File: config.mk
export PLATFORM = sky130hd
export DESIGN_NAME = battery_level_estimator
export DESIGN_NICKNAME = d
export VERILOG_FILES = /design/src/rtl/battery_pkg.sv /design/src/rtl/battery_level_quantizer.sv /design/src/rtl/battery_level_estimator.sv
export SDC_FILE = /design/constraint.sdc
export NUM_CORES = 1
export LEC_CHECK = 0
export CORE_MARGIN = 3
export CORE_UTILIZATION = 35
export DETAILED_ROUTE_END_ITERATION = 7
export PLACE_DENSITY = 0.54
export RECOVER_POWER = 100
export SYNTH_ARGS = -nofsm -noshare
export SYNTH_HDL_FRONTEND = slang
export SYNTH_SLANG_ARGS = --single-unit
File: constraint.sdc
create_clock -name clk -period 7.2 [get_ports clk]
set_input_delay 1.08 -clock clk [delete_from_list [all_inputs] [get_ports clk]]
set_output_delay 1.08 -clock clk [all_outputs]
set_load 0.005 [all_outputs]
File: src/rtl/battery_pkg.sv
// rtl/battery_pkg.sv - shared constants, band boundary function and FSM state enum
// Contents:
//   LEVEL_W / LEVEL_MAX / NUM_BANDS  bar level width, top level, number of bands
//   state_e                          estimator FSM states
//   band_bound(k, adc_w)             lower edge of band k, ceil(k * 2^adc_w / NUM_BANDS)
package battery_pkg;

  localparam int LEVEL_W   = 4;
  localparam int LEVEL_MAX = 8;
  localparam int NUM_BANDS = 9;

  typedef enum logic [1:0] {
    ST_ACCUM = 2'd0,
    ST_AVG   = 2'd1,
    ST_EVAL  = 2'd2
  } state_e;

  // Integer ceiling division; the full ADC range is split into NUM_BANDS bands.
  function automatic int band_bound(input int k, input int adc_w);
    return (k * (1 << adc_w) + NUM_BANDS - 1) / NUM_BANDS;
  endfunction

endpackage

File: src/rtl/battery_level_quantizer.sv
// rtl/battery_level_quantizer.sv - combinational band counter with hysteresis margins
// Ports:
//   avg    in   ADC_W    block average
//   level  in   LEVEL_W  current bar level
//   l_raw  out  LEVEL_W  number of bounds with avg >= B_k
//   l_up   out  LEVEL_W  number of bounds with avg >= B_k + HYST
//   l_dn   out  LEVEL_W  number of bounds with avg + HYST >= B_k
module battery_level_quantizer
  import battery_pkg::*;
#(
  parameter int ADC_W = 10,
  parameter int HYST  = 4
) (
  input  logic [ADC_W-1:0]   avg,
  input  logic [LEVEL_W-1:0] level,
  output logic [LEVEL_W-1:0] l_raw,
  output logic [LEVEL_W-1:0] l_up,
  output logic [LEVEL_W-1:0] l_dn
);

  // Comparisons run in 32-bit int so B_k + HYST and avg + HYST never wrap.
  int avg_i;
  assign avg_i = int'(avg);

  // Bands are absolute thresholds; level is carried on the port so a stateful
  // quantiser can replace this one without changing the top.
  logic unused_level;
  assign unused_level = ^level;

  always_comb begin
    l_raw = '0;
    l_up  = '0;
    l_dn  = '0;
    for (int k = 1; k <= LEVEL_MAX; k++) begin
      if (avg_i >= band_bound(k, ADC_W))        l_raw = l_raw + 4'd1;
      if (avg_i >= band_bound(k, ADC_W) + HYST) l_up  = l_up  + 4'd1;
      if (avg_i + HYST >= band_bound(k, ADC_W)) l_dn  = l_dn  + 4'd1;
    end
  end

endmodule

File: src/rtl/battery_level_estimator.sv
// rtl/battery_level_estimator.sv - block-averaging ADC front end producing a 0..8 bar level
// Ports:
//   clk           in   1        system clock, rising edge
//   rst           in   1        asynchronous active-high reset
//   sample_valid  in   1        sample_data valid
//   sample_data   in   ADC_W    unsigned ADC code
//   sample_ready  out  1        high in ACCUM only
//   level         out  4        bar level 0..8
//   level_valid   out  1        one-cycle pulse per evaluation
//   low_batt      out  1        level <= LOW_LEVEL after the first evaluation
module battery_level_estimator
  import battery_pkg::*;
#(
  parameter int ADC_W     = 10,
  parameter int AVG_LOG2  = 3,
  parameter int HYST      = 4,
  parameter int LOW_LEVEL = 1
) (
  input  logic               clk,
  input  logic               rst,
  input  logic               sample_valid,
  input  logic [ADC_W-1:0]   sample_data,
  output logic               sample_ready,
  output logic [LEVEL_W-1:0] level,
  output logic               level_valid,
  output logic               low_batt
);

  localparam int                  ACC_W    = ADC_W + AVG_LOG2;
  localparam logic [AVG_LOG2-1:0] CNT_LAST = '1;
  localparam logic [LEVEL_W-1:0]  LOW_LVL  = LEVEL_W'(LOW_LEVEL);

  state_e               state_q, state_d;
  logic [ACC_W-1:0]     acc_q, acc_d;
  logic [AVG_LOG2-1:0]  cnt_q, cnt_d;
  logic [ADC_W-1:0]     avg_q, avg_d;
  logic [LEVEL_W-1:0]   level_q, level_d;
  logic                 level_valid_q, level_valid_d;
  logic                 low_batt_q, low_batt_d;
  logic                 first_done_q, first_done_d;
  logic                 accept;
  logic [LEVEL_W-1:0]   l_raw, l_up, l_dn;

  battery_level_quantizer #(
    .ADC_W (ADC_W),
    .HYST  (HYST)
  ) u_quant (
    .avg   (avg_q),
    .level (level_q),
    .l_raw (l_raw),
    .l_up  (l_up),
    .l_dn  (l_dn)
  );

  assign accept = sample_valid && sample_ready;

  always_ff @(posedge clk or posedge rst) begin
    if (rst) state_q <= ST_ACCUM;
    else     state_q <= state_d;
  end

  always_comb begin
    state_d = state_q;
    case (state_q)
      ST_ACCUM: if (accept && (cnt_q == CNT_LAST)) state_d = ST_AVG;
      ST_AVG:   state_d = ST_EVAL;
      ST_EVAL:  state_d = ST_ACCUM;
      default:  state_d = ST_ACCUM;
    endcase
  end

  always_comb begin
    sample_ready = (state_q == ST_ACCUM);
  end

  always_comb begin
    acc_d         = acc_q;
    cnt_d         = cnt_q;
    avg_d         = avg_q;
    level_d       = level_q;
    first_done_d  = first_done_q;
    low_batt_d    = low_batt_q;
    level_valid_d = 1'b0;
    case (state_q)
      ST_ACCUM: begin
        if (accept) begin
          acc_d = acc_q + ACC_W'(sample_data);
          cnt_d = cnt_q + 1'b1;
        end
      end
      ST_AVG: begin
        avg_d = acc_q[ACC_W-1:AVG_LOG2];
        acc_d = '0;
        cnt_d = '0;
      end
      ST_EVAL: begin
        level_valid_d = 1'b1;
        first_done_d  = 1'b1;
        // First block after reset has no history to apply hysteresis against.
        if (!first_done_q)        level_d = l_raw;
        else if (l_up > level_q)  level_d = l_up;
        else if (l_dn < level_q)  level_d = l_dn;
        low_batt_d = (level_d <= LOW_LVL);
      end
      default: ;
    endcase
  end

  always_ff @(posedge clk or posedge rst) begin
    if (rst) begin
      acc_q         <= '0;
      cnt_q         <= '0;
      avg_q         <= '0;
      level_q       <= '0;
      level_valid_q <= 1'b0;
      low_batt_q    <= 1'b0;
      first_done_q  <= 1'b0;
    end else begin
      acc_q         <= acc_d;
      cnt_q         <= cnt_d;
      avg_q         <= avg_d;
      level_q       <= level_d;
      level_valid_q <= level_valid_d;
      low_batt_q    <= low_batt_d;
      first_done_q  <= first_done_d;
    end
  end

  assign level       = level_q;
  assign level_valid = level_valid_q;
  assign low_batt    = low_batt_q;

endmodule

# Word level (Yosys, flattened, before mapping)
# Cells that the tools add are included.
[totals]
register_bits = 35
inputBits = 13
elab_cells = 104
[op_classes]
addsub = 24
n_lt_le_gt_ge = 27
n_eq_ne = 5
muxes = 35
n_reduce_logical = 5
[ops]
columns = ["cell", "n"]
rows = [
  ["32-bit by 11-bit >= comparator with 1-bit output, second input constant", 4],
  ["4-bit two-way mux", 25],
  ["10-bit >= comparator, second input constant", 8],
  ["4-bit by 1-bit adder with 4-bit output, second input constant", 18],
  ["32-bit by 10-bit >= comparator with 1-bit output, second input constant", 2],
  ["10-bit by 9-bit >= comparator with 1-bit output, second input constant", 4],
  ["32-bit by 8-bit >= comparator with 1-bit output, second input constant", 1],
  ["32-bit by 9-bit >= comparator with 1-bit output, second input constant", 1],
  ["13-bit case mux with 2 select lines", 1],
  ["10-bit by 7-bit >= comparator with 1-bit output, second input constant", 2],
  ["10-bit by 8-bit >= comparator with 1-bit output, second input constant", 2],
  ["13-bit by 10-bit adder with 13-bit output", 1],
  ["13-bit two-way mux", 1],
  ["10-bit by 3-bit adder with 11-bit output, second input constant", 1],
  ["1-bit by 1-bit adder with 2-bit output, second input constant", 3],
  ["3-bit case mux with 2 select lines", 1],
  ["4-bit > comparator", 1],
  ["4-bit by 1-bit less-or-equal comparator with 1-bit output, second input constant", 1],
  ["4-bit less-than comparator", 1],
  ["1-bit two-way mux", 4],
  ["2-bit by 1-bit inequality test with 1-bit output, second input constant", 2],
  ["2-bit case mux with 2 select lines", 1],
  ["3-bit by 1-bit adder with 3-bit output, second input constant", 1],
  ["3-bit == test, second input constant", 1],
  ["8 further kinds", 9],
]

# Longest topological paths before layout
# Gate-level depths: netlist of the first run.
[depth]
word_depth = 23
ltp_mapped = 35

# Hierarchy
# From an unflattened synthesis of the first run, not the netlist that was laid out.
[unflattened]
hier_cells = 556
area_unflattened_um2 = 4573.1
[modules_own_cells]
columns = ["module", "instances", "cells_per_inst", "area_each_um2"]
rows = [
  ["battery_level_quantizer", 1, 354, 2507.4],
  ["battery_level_estimator", 1, 202, 2065.7],
]

# Least setup slack after synthesis of the first run
# No wires, ideal clock.
[synth_path]
path_type = "register -> register"
from = "register avg_q[2]"
to = "register low_batt_q, in the netlist low_batt"
t_arrival_ns = 6.667
required_time_ns = 7.105
slack_ns = 0.438
path_stages_with_launch = 34
path_buffers = 1
path_cell_list = "dfrtp_1 -> ha_1 -> buf_2 -> nand3_1 -> o21ai_0 -> o211ai_1 -> a311oi_1 -> inv_1 -> ha_1 -> a2111oi_2 -> or2_2 -> xnor2_1 -> o21ai_0 -> and2_1 -> ha_1 -> o21bai_1 -> xnor2_1 -> nand2_1 -> o31ai_1 -> ha_1 -> nand2b_1 -> o21a_1 -> ha_1 -> o221ai_1 -> xor3_1 -> xnor3_1 -> ha_1 -> nor3b_1 -> nor2b_1 -> nand3b_1 -> o211ai_2 -> mux2i_1 -> o211ai_1 -> o31ai_1"
[synth_between]
elab_chain_len = 23
[synth_rtl]
columns = ["element", "line", "text"]
rows = [
  ["from (decl)", "battery_level_estimator.sv:36", "logic [ADC_W-1:0] avg_q, avg_d;"],
  ["from (signal assigned)", "battery_level_estimator.sv:121", "avg_q <= avg_d;"],
  ["10-bit by 3-bit adder with 11-bit output", "battery_level_quantizer.sv:37", "if (avg_i + HYST >= band_bound(k, ADC_W)) l_dn = l_dn + 4'd1;"],
  ["32-bit by 8-bit >= comparator with 1-bit output", "battery_level_quantizer.sv:37", ""],
  ["1-bit two-way mux", "battery_level_quantizer.sv:37", ""],
  ["1-bit by 1-bit adder with 2-bit output", "battery_level_quantizer.sv:37", ""],
  ["4-bit two-way mux", "battery_level_quantizer.sv:37", ""],
  ["4-bit by 1-bit adder with 4-bit output", "battery_level_quantizer.sv:37", ""],
  ["4-bit two-way mux", "battery_level_quantizer.sv:37", ""],
  ["4-bit by 1-bit adder with 4-bit output", "battery_level_quantizer.sv:37", ""],
  ["[... 7 more ...]", "-", ""],
  ["4-bit by 1-bit adder with 4-bit output", "battery_level_quantizer.sv:37", ""],
  ["4-bit two-way mux", "battery_level_quantizer.sv:37", ""],
  ["4-bit less-than comparator", "battery_level_estimator.sv:102", "else if (l_dn < level_q) level_d = l_dn;"],
  ["4-bit two-way mux", "battery_level_estimator.sv:102", ""],
  ["4-bit two-way mux", "battery_level_estimator.sv:101", "else if (l_up > level_q) level_d = l_up;"],
  ["4-bit two-way mux (*)", "battery_level_estimator.sv:100", "if (!first_done_q) level_d = l_raw;"],
  ["4-bit two-way mux (*)", "battery_level_estimator.sv:84", "case (state_q)"],
  ["4-bit by 1-bit less-or-equal comparator with 1-bit output (*)", "battery_level_estimator.sv:103", "low_batt_d = (level_d <= LOW_LVL);"],
  ["to (signal assigned)", "battery_level_estimator.sv:124", "low_batt_q <= low_batt_d;"],
  ["to (decl)", "battery_level_estimator.sv:39", "logic low_batt_q, low_batt_d;"],
]
# Mark *: on every way between the ends. The rest lies on a longest branch, timed or not. The select of a mux whose other input is x is not followed.
# A chain may end at the register's enable or synchronous reset.

# Worst setup path after layout of the first run
[layout_path]
from = "register avg_q[7]"
to = "register level_q[1], in the netlist level[1]"
[layout_between]
elab_chain_len = 22
[layout_rtl]
columns = ["element", "line", "text"]
rows = [
  ["10-bit by 3-bit adder with 11-bit output", "battery_level_quantizer.sv:37", ""],
  ["32-bit by 8-bit >= comparator with 1-bit output", "battery_level_quantizer.sv:37", ""],
  ["1-bit two-way mux", "battery_level_quantizer.sv:37", ""],
  ["1-bit by 1-bit adder with 2-bit output", "battery_level_quantizer.sv:37", ""],
  ["4-bit two-way mux", "battery_level_quantizer.sv:37", ""],
  ["4-bit by 1-bit adder with 4-bit output", "battery_level_quantizer.sv:37", ""],
  ["4-bit two-way mux", "battery_level_quantizer.sv:37", ""],
  ["4-bit by 1-bit adder with 4-bit output", "battery_level_quantizer.sv:37", ""],
  ["[... 6 more ...]", "-", ""],
  ["4-bit two-way mux", "battery_level_quantizer.sv:37", ""],
  ["4-bit by 1-bit adder with 4-bit output", "battery_level_quantizer.sv:37", ""],
  ["4-bit two-way mux", "battery_level_quantizer.sv:37", ""],
  ["4-bit less-than comparator", "battery_level_estimator.sv:102", ""],
  ["4-bit two-way mux", "battery_level_estimator.sv:102", ""],
  ["4-bit two-way mux", "battery_level_estimator.sv:101", ""],
  ["4-bit two-way mux (*)", "battery_level_estimator.sv:100", ""],
  ["4-bit two-way mux (*)", "battery_level_estimator.sv:84", ""],
  ["to (signal assigned)", "battery_level_estimator.sv:122", "level_q <= level_d;"],
  ["to (decl)", "battery_level_estimator.sv:37", "logic [LEVEL_W-1:0] level_q, level_d;"],
]
# Marks and branches as above.

==> results.cfg, run 1 <==
[run_status]
violations = max-capacitance violations, max-slew violations
outcome = complete, but fails checks

[critical_path]
cp_slowest_stage_delay_ps = 500
crit_arrival_ps = 6910
crit_path_start_kind = flip-flop
critical_path_class = flip-flop to flip-flop
cpMaxStageDelayCell = dfrtp_1
end_kind = flip-flop
rr_endpoint = level[1]
r2r_start = avg_q[7]
endpoint = level[1]
cp_max_fo = 9
crit_top_cell = ha_1
rr_worst_depth = 33
cp.required_ps = 7360
crit_start = avg_q[7]
ff2ff_setup_slack_ps = 460

[floorplan]
die_h_um = 125
io_pins = 20
core_mm2 = 0.0135
num_rows = 42
fp.dieW_um = 125
initial_utilization = 0.366
die_area_mm2 = 0.0156

[final_layout]
nFillCells = 1360
instances_no_fill = 804
drive_gt1_frac = 0.137
final_cell_area_mm2 = 0.00562
seqCellArea_um2 = 880
nets = 689
synthToLayoutAreaGrowth_pct = 13.6
multi_input_area_mm2 = 0.00386
n_antenna_cell = 0

[logic_synthesis]
ys_top_cells_by_area = dfrtp_1, ha_1, xnor2_1
syn_nets = 670
synth_cells = 609
avgSynthCellArea_um2 = 8.12
yosysSeqAreaShare = 0.177
synthArstFlopShare = 1.00
synth-edff-count = 0
synth_top_area_share = 0.177
yosys_register_bits = 35
yosys.cell_types.count = 86
synth_flop_cell = dfrtp_1
yosysWarnings = 0
synth_area_mm2 = 0.00495
yosysTopAreaCell = dfrtp_1

[placement]
pre_cts_ws_ps = 99.1
dp_hpwl_mm = 10.7
place_area_mm2 = 0.00536
io_buffers = 19
routabilityCongestion = 0.894
dp.cells = 793

[clock_tree]
cts_num_sinks = 35
hold_buffers = 0
htree_levels = 2
clkTransAtPathRegs_ps = 60
clockBufferDepth = 2
cts_tree = built
cts_root_buf = clkbuf_16
cts_made_buffers = 5
insertion_delay_ps = 290

[routing]
drc_errors = 0
ant_nets = 0
routedWlPerCell_um = 17.3
viasPerCell = 5.80
drt_pass1_iterations = 5
vias = 4666
drtIter0Drc = 307
routed_wl_mm = 13.9

[sta]
period_minus_slack_ps = 6740
worst_slack_ps = 457
tightest_slew_ps = 2020
fin_worst_skew_ps = 4.93
finalSetupViolCount = 0
max-slew-margin-rel = -0.347
layout_worst_path_cycle_share = 0.937
finalHoldViolCount = 0
fin_tns_setup_ps = 0
max_freq_ghz = 0.148
drv_slew = 36

[global_route]
grt.overflow.total = 0
grt_pass1_vias = 4570
antenna_found_initial = 1
grt_pass1_wl_mm = 22.9
grtUsageTotal = 0.175
grt_max_degree = 36

[flow_run]
cap_violations = 1

[hold_path]
holdCritStartpoint = acc_q[12]
hp-class = flip-flop to flip-flop
sequential cells by signal, summed over array words and instances, names as in the netlist:
| name | flops |
|---|---|
| first_done_q | 1 |
| low_batt | 1 |
| level_valid | 1 |
| acc_q | 13 |
| state_q | 2 |
| avg_q | 10 |
| level | 4 |
| cnt_q | 3 |
kinds of logic (layout without fill, tap and decap cells):
family / after synthesis / count (layout) / synth area share
AO/OA/AOI/OAI: 184 / 184 / 0.264
multiplexers: 26 / 26 / 0.0569
flip-flops: 35 / 35 / 0.177
AND/OR/NAND/NOR: 206 / 206 / 0.221
adder cells (fa/ha/maj): 48 / 48 / 0.123
buffers and inverters: 64 / 83 / 0.0557
XOR/XNOR: 46 / 46 / 0.103
how the worst min path moves through the flow:
stage | endpoint | slack, ps | cells past startpoint
finish | acc_q[12] | 470 | 1
global route | acc_q[12] | 510 | 1
CTS | acc_q[12] | 470 | 1
detailed placement | acc_q[12] | 470 | 1
global placement | acc_q[12] | 460 | 1
floorplan | acc_q[12] | 440 | 1
cell usage in the layout, fill, tap and decap left out, types with 4 or more instances in the layout:
cell	count
o31ai_1	8
dlygate4sd3_1	10
inv_1	30
and3_1	7
o21a_1	7
a211oi_1	8
nor2b_1	5
a31oi_1	7
xnor3_1	6
ha_1	46
o22ai_1	7
mux2i_1	8
nand3_1	26
buf_4	24
nor2_1	38
nor3_1	13
o211ai_1	9
nand2b_1	17
clkbuf_16	5
clkdlybuf4s50_1	9
nor4_1	4
a21oi_1	30
or2_2	5
xnor2_1	28
a21o_1	10
o21ai_0	39
dfrtp_1	32
nand2_1	50
nand3b_1	6
a21boi_0	4
o21bai_1	5
xor2_1	10
and2_1	10
mux2_2	15
layout make-up:
class	instances	area share
Multi-Input combinational cell	510	0.687
Sequential cell	35	0.157
Timing Repair Buffer	44	0.0666
Tap cell	176	0.0392
Clock buffer	5	0.0223
Inverter	32	0.0214
Clock inverter	2	0.00668
synth_stat cells (all sizes together) (4+ instances only):
master and n:
buf 16, nand3b 6, nand2b 17, o211ai 11, xnor3 6, and2 11, nor3b 4, a21boi 6
a21o 10, inv 32, xor2 10, o21a 7, nor2 38, o31ai 8, clkbuf 16, o22ai 7
nor2b 6, a21oi 30, xnor2 29, nand2 51, a211oi 9, nor4 5, or2 5, and3 7
o2111ai 4, mux2 17, o21bai 6, a31oi 7, dfrtp 35, nor3 13, nand3 27, ha 47
o21ai 41, nand4 4, mux2i 9
metal layers:
metal  track usage  wire length (µm)
met4        0.0517               306
met3        0.0206               614
met2         0.282              6210
met5             0                14
met1         0.247              6790
what timing repair did:
item                                    in CTS  in global routing
endpoints found under the setup margin       0                  5
resized for setup                            0                 16
setup buffers                                0                  4
critical path: cells and delay by family, from the launching register on:
family / cells / cell delay [ps]
adder cells (fa/ha/maj): 7 / 1940
AO/OA/AOI/OAI: 10 / 1750
AND/OR/NAND/NOR: 9 / 1080
multiplexers: 3 / 820
buffers and inverters: 4 / 520
flip-flops: 1 / 500
metrics by stage:
stage                     utilization  hold WS [ps]
after global routing            0.416           509
after detailed placement        0.397           467
after floorplan                     -           441
final                           0.416           471
after global placement          0.397           461
after CTS                       0.409           474
Power of run 1 is not shown: default switching activity piles up to over one toggle a cycle in this logic, so the estimate is an artifact.
==> run 2, diff against run 1 <==
Settings changed: CAP_MARGIN set to 30, PLACE_DENSITY 0.54 to 0.61.
==> run 2 against run 1 <==
  * The run now ends clean
  * Critical endpoint is now low_batt
  * Via count fell by 0.60%
  * Global-route usage decreased by 0.76 points
  * Flip-flop and latch count did not move
  * Clock-buffer cell count up 1
==> results.cfg, run 2 (synthesis results as in run 1) <==
[global_route]
grt_pass1_wl_mm = 22.2
grt_pass1_vias = 4449
grtUsageTotal = 0.168
antenna_found_initial = 0
grt.overflow.total = 0
grt_max_degree = 28

[critical_path]
crit_path_start_kind = flip-flop
cp_slowest_stage_delay_ps = 400
critical_path_class = flip-flop to flip-flop
cp.required_ps = 7390
crit_arrival_ps = 6920
cpMaxStageDelayCell = dfrtp_1
crit_top_cell = ha_1
cp_max_fo = 16
end_kind = flip-flop

[clock_tree]
clockBufferDepth = 2
insertion_delay_ps = 280
cts_tree = built
clkTransAtPathRegs_ps = 60
cts_made_buffers = 5
cts_num_sinks = 35
htree_levels = 2
hold_buffers = 0
cts_root_buf = clkbuf_16

[sta]
whs_ps = 482
period_minus_slack_ps = 6730
finalHoldViolCount = 0
fin_tns_setup_ps = 0
worst_slack_ps = 470
drv_slew = 0
max_freq_ghz = 0.149
tightest_slew_ps = 1330
layout_worst_path_cycle_share = 0.935
max-slew-margin-rel = 0.110
finalSetupViolCount = 0
fin_worst_skew_ps = 2.75

[flow_run]
cap_violations = 0

[floorplan]
core_mm2 = 0.0135
initial_utilization = 0.366
die_h_um = 125
io_pins = 20
die_area_mm2 = 0.0156
num_rows = 42
fp.dieW_um = 125

[routing]
routed_wl_mm = 13.3
ant_nets = 0
vias = 4638
drtIter0Drc = 397
viasPerCell = 5.75
drc_errors = 0
routedWlPerCell_um = 16.5
drt_pass1_iterations = 5

[placement]
dp.cells = 797
io_buffers = 19
pre_cts_ws_ps = 101
routabilityCongestion = 0.950
dp_hpwl_mm = 10.7

[final_layout]
largest_reg_flops = 13
synthToLayoutAreaGrowth_pct = 13.3
nets = 690
instances_no_fill = 806
drive_gt1_frac = 0.130
largest_register = acc_q
final_common_cell = nand2_1
reg_top3 = acc_q x13, avg_q x10, level x4
n_antenna_cell = 0
final_cell_mix = nand2_1, ha_1, nor2_1, o21ai_0, dfrtp_1

[hold_path]
hp-class = flip-flop to flip-flop

[run_status]
outcome = complete, no violations
-- run 2: what timing repair did --
item / 4_1_cts / 5_1_grt
setup endpoints to repair: 0 / 5
hold endpoints to repair: 0 / 0
setup buffers: 0 / 1
resized for setup: 0 / 12
-- run 2: stage by stage --
stage	area, µm²	util
after global routing	5610	0.415
after CTS	5560	0.412
after global placement	5390	0.399
after floorplan	4950	-
after detailed placement	5390	0.399
final	5610	0.415
-- run 2: final timing paths --
| check | from | end | slack, ps | depth (start not counted) |
|---|---|---|---|---|
| hold reg to reg | acc_q[12] | acc_q[12] | 480 | 1 |
| max in group asynchronous | rst | avg_q[7] | 4310 | 3 |
| setup reg to reg | avg_q[2] | low_batt | 470 | 32 |
| min in group asynchronous | rst | cnt_q[1] | 1260 | 2 |
| hold / removal | acc_q[12] | acc_q[12] | 480 | 1 |
| setup / recovery | avg_q[2] | low_batt | 470 | 32 |
-- run 2: metal layers --
layer  wire (µm)  GRT usage  vias to the layer above
met5           0          0                        -
met1        6330      0.230                     2226
met2        6260      0.282                      105
li1            -          -                     2288
met4         195     0.0357                        0
met3         492     0.0223                       19
-- run 2: area by class of cell --
type | instances | area [µm²]
Clock inverter | 2 | 35.0
Multi-Input combinational cell | 510 | 3830
Clock buffer | 6 | 139
Tap cell | 176 | 220
Sequential cell | 35 | 878
Inverter | 32 | 120
Timing Repair Buffer | 45 | 378
Fill cell | 1354 | 7900
-- run 2: worst max-delay path: cells and delay by family (launching register included) --
family                   cells  cell delay [ps]
AO/OA/AOI/OAI               11             1810
AND/OR/NAND/NOR              8             1630
adder cells (fa/ha/maj)      6             1550
XOR/XNOR                     4              770
flip-flops                   1              400
buffers and inverters        2              270
multiplexers                 1              220
Power of run 2 is left out for the same reason.
==> run 3, diff against run 2 <==
Settings changed: MAX_ROUTING_LAYER set to met4.
==> run 3 against run 2 <==
  * Hold slack got worse by 12 ps
  * Worst setup slack got worse by 180 ps
  * Maximum frequency is 2.7% lower
  * Design area grew 0.18%
==> results.cfg, run 3 (synthesis results as in run 1) <==
[sta]
max-slew-margin-rel = 0.0891
worst_slack_ps = 286
finalSetupViolCount = 0
period_minus_slack_ps = 6910
max_freq_ghz = 0.145
fin_worst_skew_ps = 4.61
tightest_slew_ps = 1370
drv_slew = 0
layout_worst_path_cycle_share = 0.960
finalHoldViolCount = 0

[run_status]
outcome = complete, no violations

[placement]
place_area_mm2 = 0.00537
dp_hpwl_mm = 11.0
routabilityCongestion = 0.913
dp.cells = 795
pre_cts_ws_ps = 127
io_buffers = 19

[final_layout]
utilization = 0.416
drive_gt1_frac = 0.137
nets = 690
synthToLayoutAreaGrowth_pct = 13.5
final_common_cell = nand2_1
largest_register = acc_q
instances_no_fill = 806
n_antenna_cell = 0
final_cell_mix = nand2_1, ha_1, o21ai_0, nor2_1, dfrtp_1
largest_reg_flops = 13
final_cell_area_mm2 = 0.00562
reg_top3 = acc_q x13, avg_q x10, level x4

[hold_path]
hp-class = flip-flop to flip-flop
min_path_cells = 1
holdCritStartpoint = acc_q[12]
holdPathEnd = acc_q[12]

[critical_path]
crit_top_cell = ha_1
ff2ff_setup_slack_ps = 290
cpMaxStageDelayCell = dfrtp_2
crit_path_start_kind = flip-flop
rr_endpoint = level[1]
cp_slowest_stage_delay_ps = 490
crit_arrival_ps = 7080
cp.required_ps = 7360
critical_path_class = flip-flop to flip-flop
r2r_start = avg_q[7]
end_kind = flip-flop
cp_max_fo = 16
rr_worst_depth = 31

[clock_tree]
cts_root_buf = clkbuf_16
hold_buffers = 0
cts_made_buffers = 5
insertion_delay_ps = 280
cts_tree = built
clockBufferDepth = 2
cts_num_sinks = 35
clkTransAtPathRegs_ps = 60
htree_levels = 2

[flow_run]
cap_violations = 0

[global_route]
grt_pass1_wl_mm = 22.9
grt.overflow.total = 0
grt_max_degree = 28
grt_pass1_vias = 4556
antenna_found_initial = 0
grtUsageTotal = 0.179

[routing]
drt_pass1_iterations = 5
ant_nets = 0
routedWlPerCell_um = 17.2
drc_errors = 0
drtIter0Drc = 433
vias = 4739
routed_wl_mm = 13.8
viasPerCell = 5.88

[floorplan]
io_pins = 20
die_h_um = 125
num_rows = 42
fp.dieW_um = 125
initial_utilization = 0.366
core_mm2 = 0.0135
die_area_mm2 = 0.0156
run 3: area by class of cell:
cell class	instances	area [µm²]
Tap cell	176	220
Sequential cell	35	880
Multi-Input combinational cell	510	3840
Fill cell	1349	7890
Inverter	32	120
Clock inverter	2	35.0
Timing Repair Buffer	45	382
Clock buffer	6	139
run 3: critical path: cells and delay by family (launching register included):
kind            cells  cell delay (ps)
fa+ha+maj           7             2070
compound gates      8             1650
simple gates        9             1130
mux                 3              900
flops               1              490
buf+inv             3              410
xor+xnor            1              150
run 3: metal layers:
metal,share of wire,GRT usage
met1,0.45,0.235
met2,0.49,0.302
met3,0.041,0.0137
met4,0.020,0.0427
met5,0,-
run 3: timing repair:
item / CTS / global route
buffers inserted: 0 / 3
endpoints found under the hold margin: 0 / 0
resized for setup: 0 / 16
endpoints found under the setup margin: 0 / 5
run 3: how the worst max path moves through the flow:
| stage | start | to | slack, ps |
|---|---|---|---|
| 3_3_place_gp | avg_q[2] | low_batt | 370 |
| 2_1_floorplan | avg_q[2] | low_batt | 440 |
| 6_report | avg_q[7] | level[1] | 290 |
| 3_5_place_dp | avg_q[2] | level[1] | 130 |
| 4_1_cts | avg_q[2] | level[1] | 110 |
| 5_1_grt | avg_q[4] | level[1] | -90 |
run 3: stage by stage:
| stage | hold WS [ps] | setup TNS, ps |
|---|---|---|
| 3_3_place_gp | 458 | 0 |
| 3_5_place_dp | 467 | 0 |
| 6_report | 469 | 0 |
| 2_1_floorplan | 441 | 0 |
| 5_1_grt | 516 | -159 |
| 4_1_cts | 474 | 0 |
Power of run 3 is left out for the same reason.
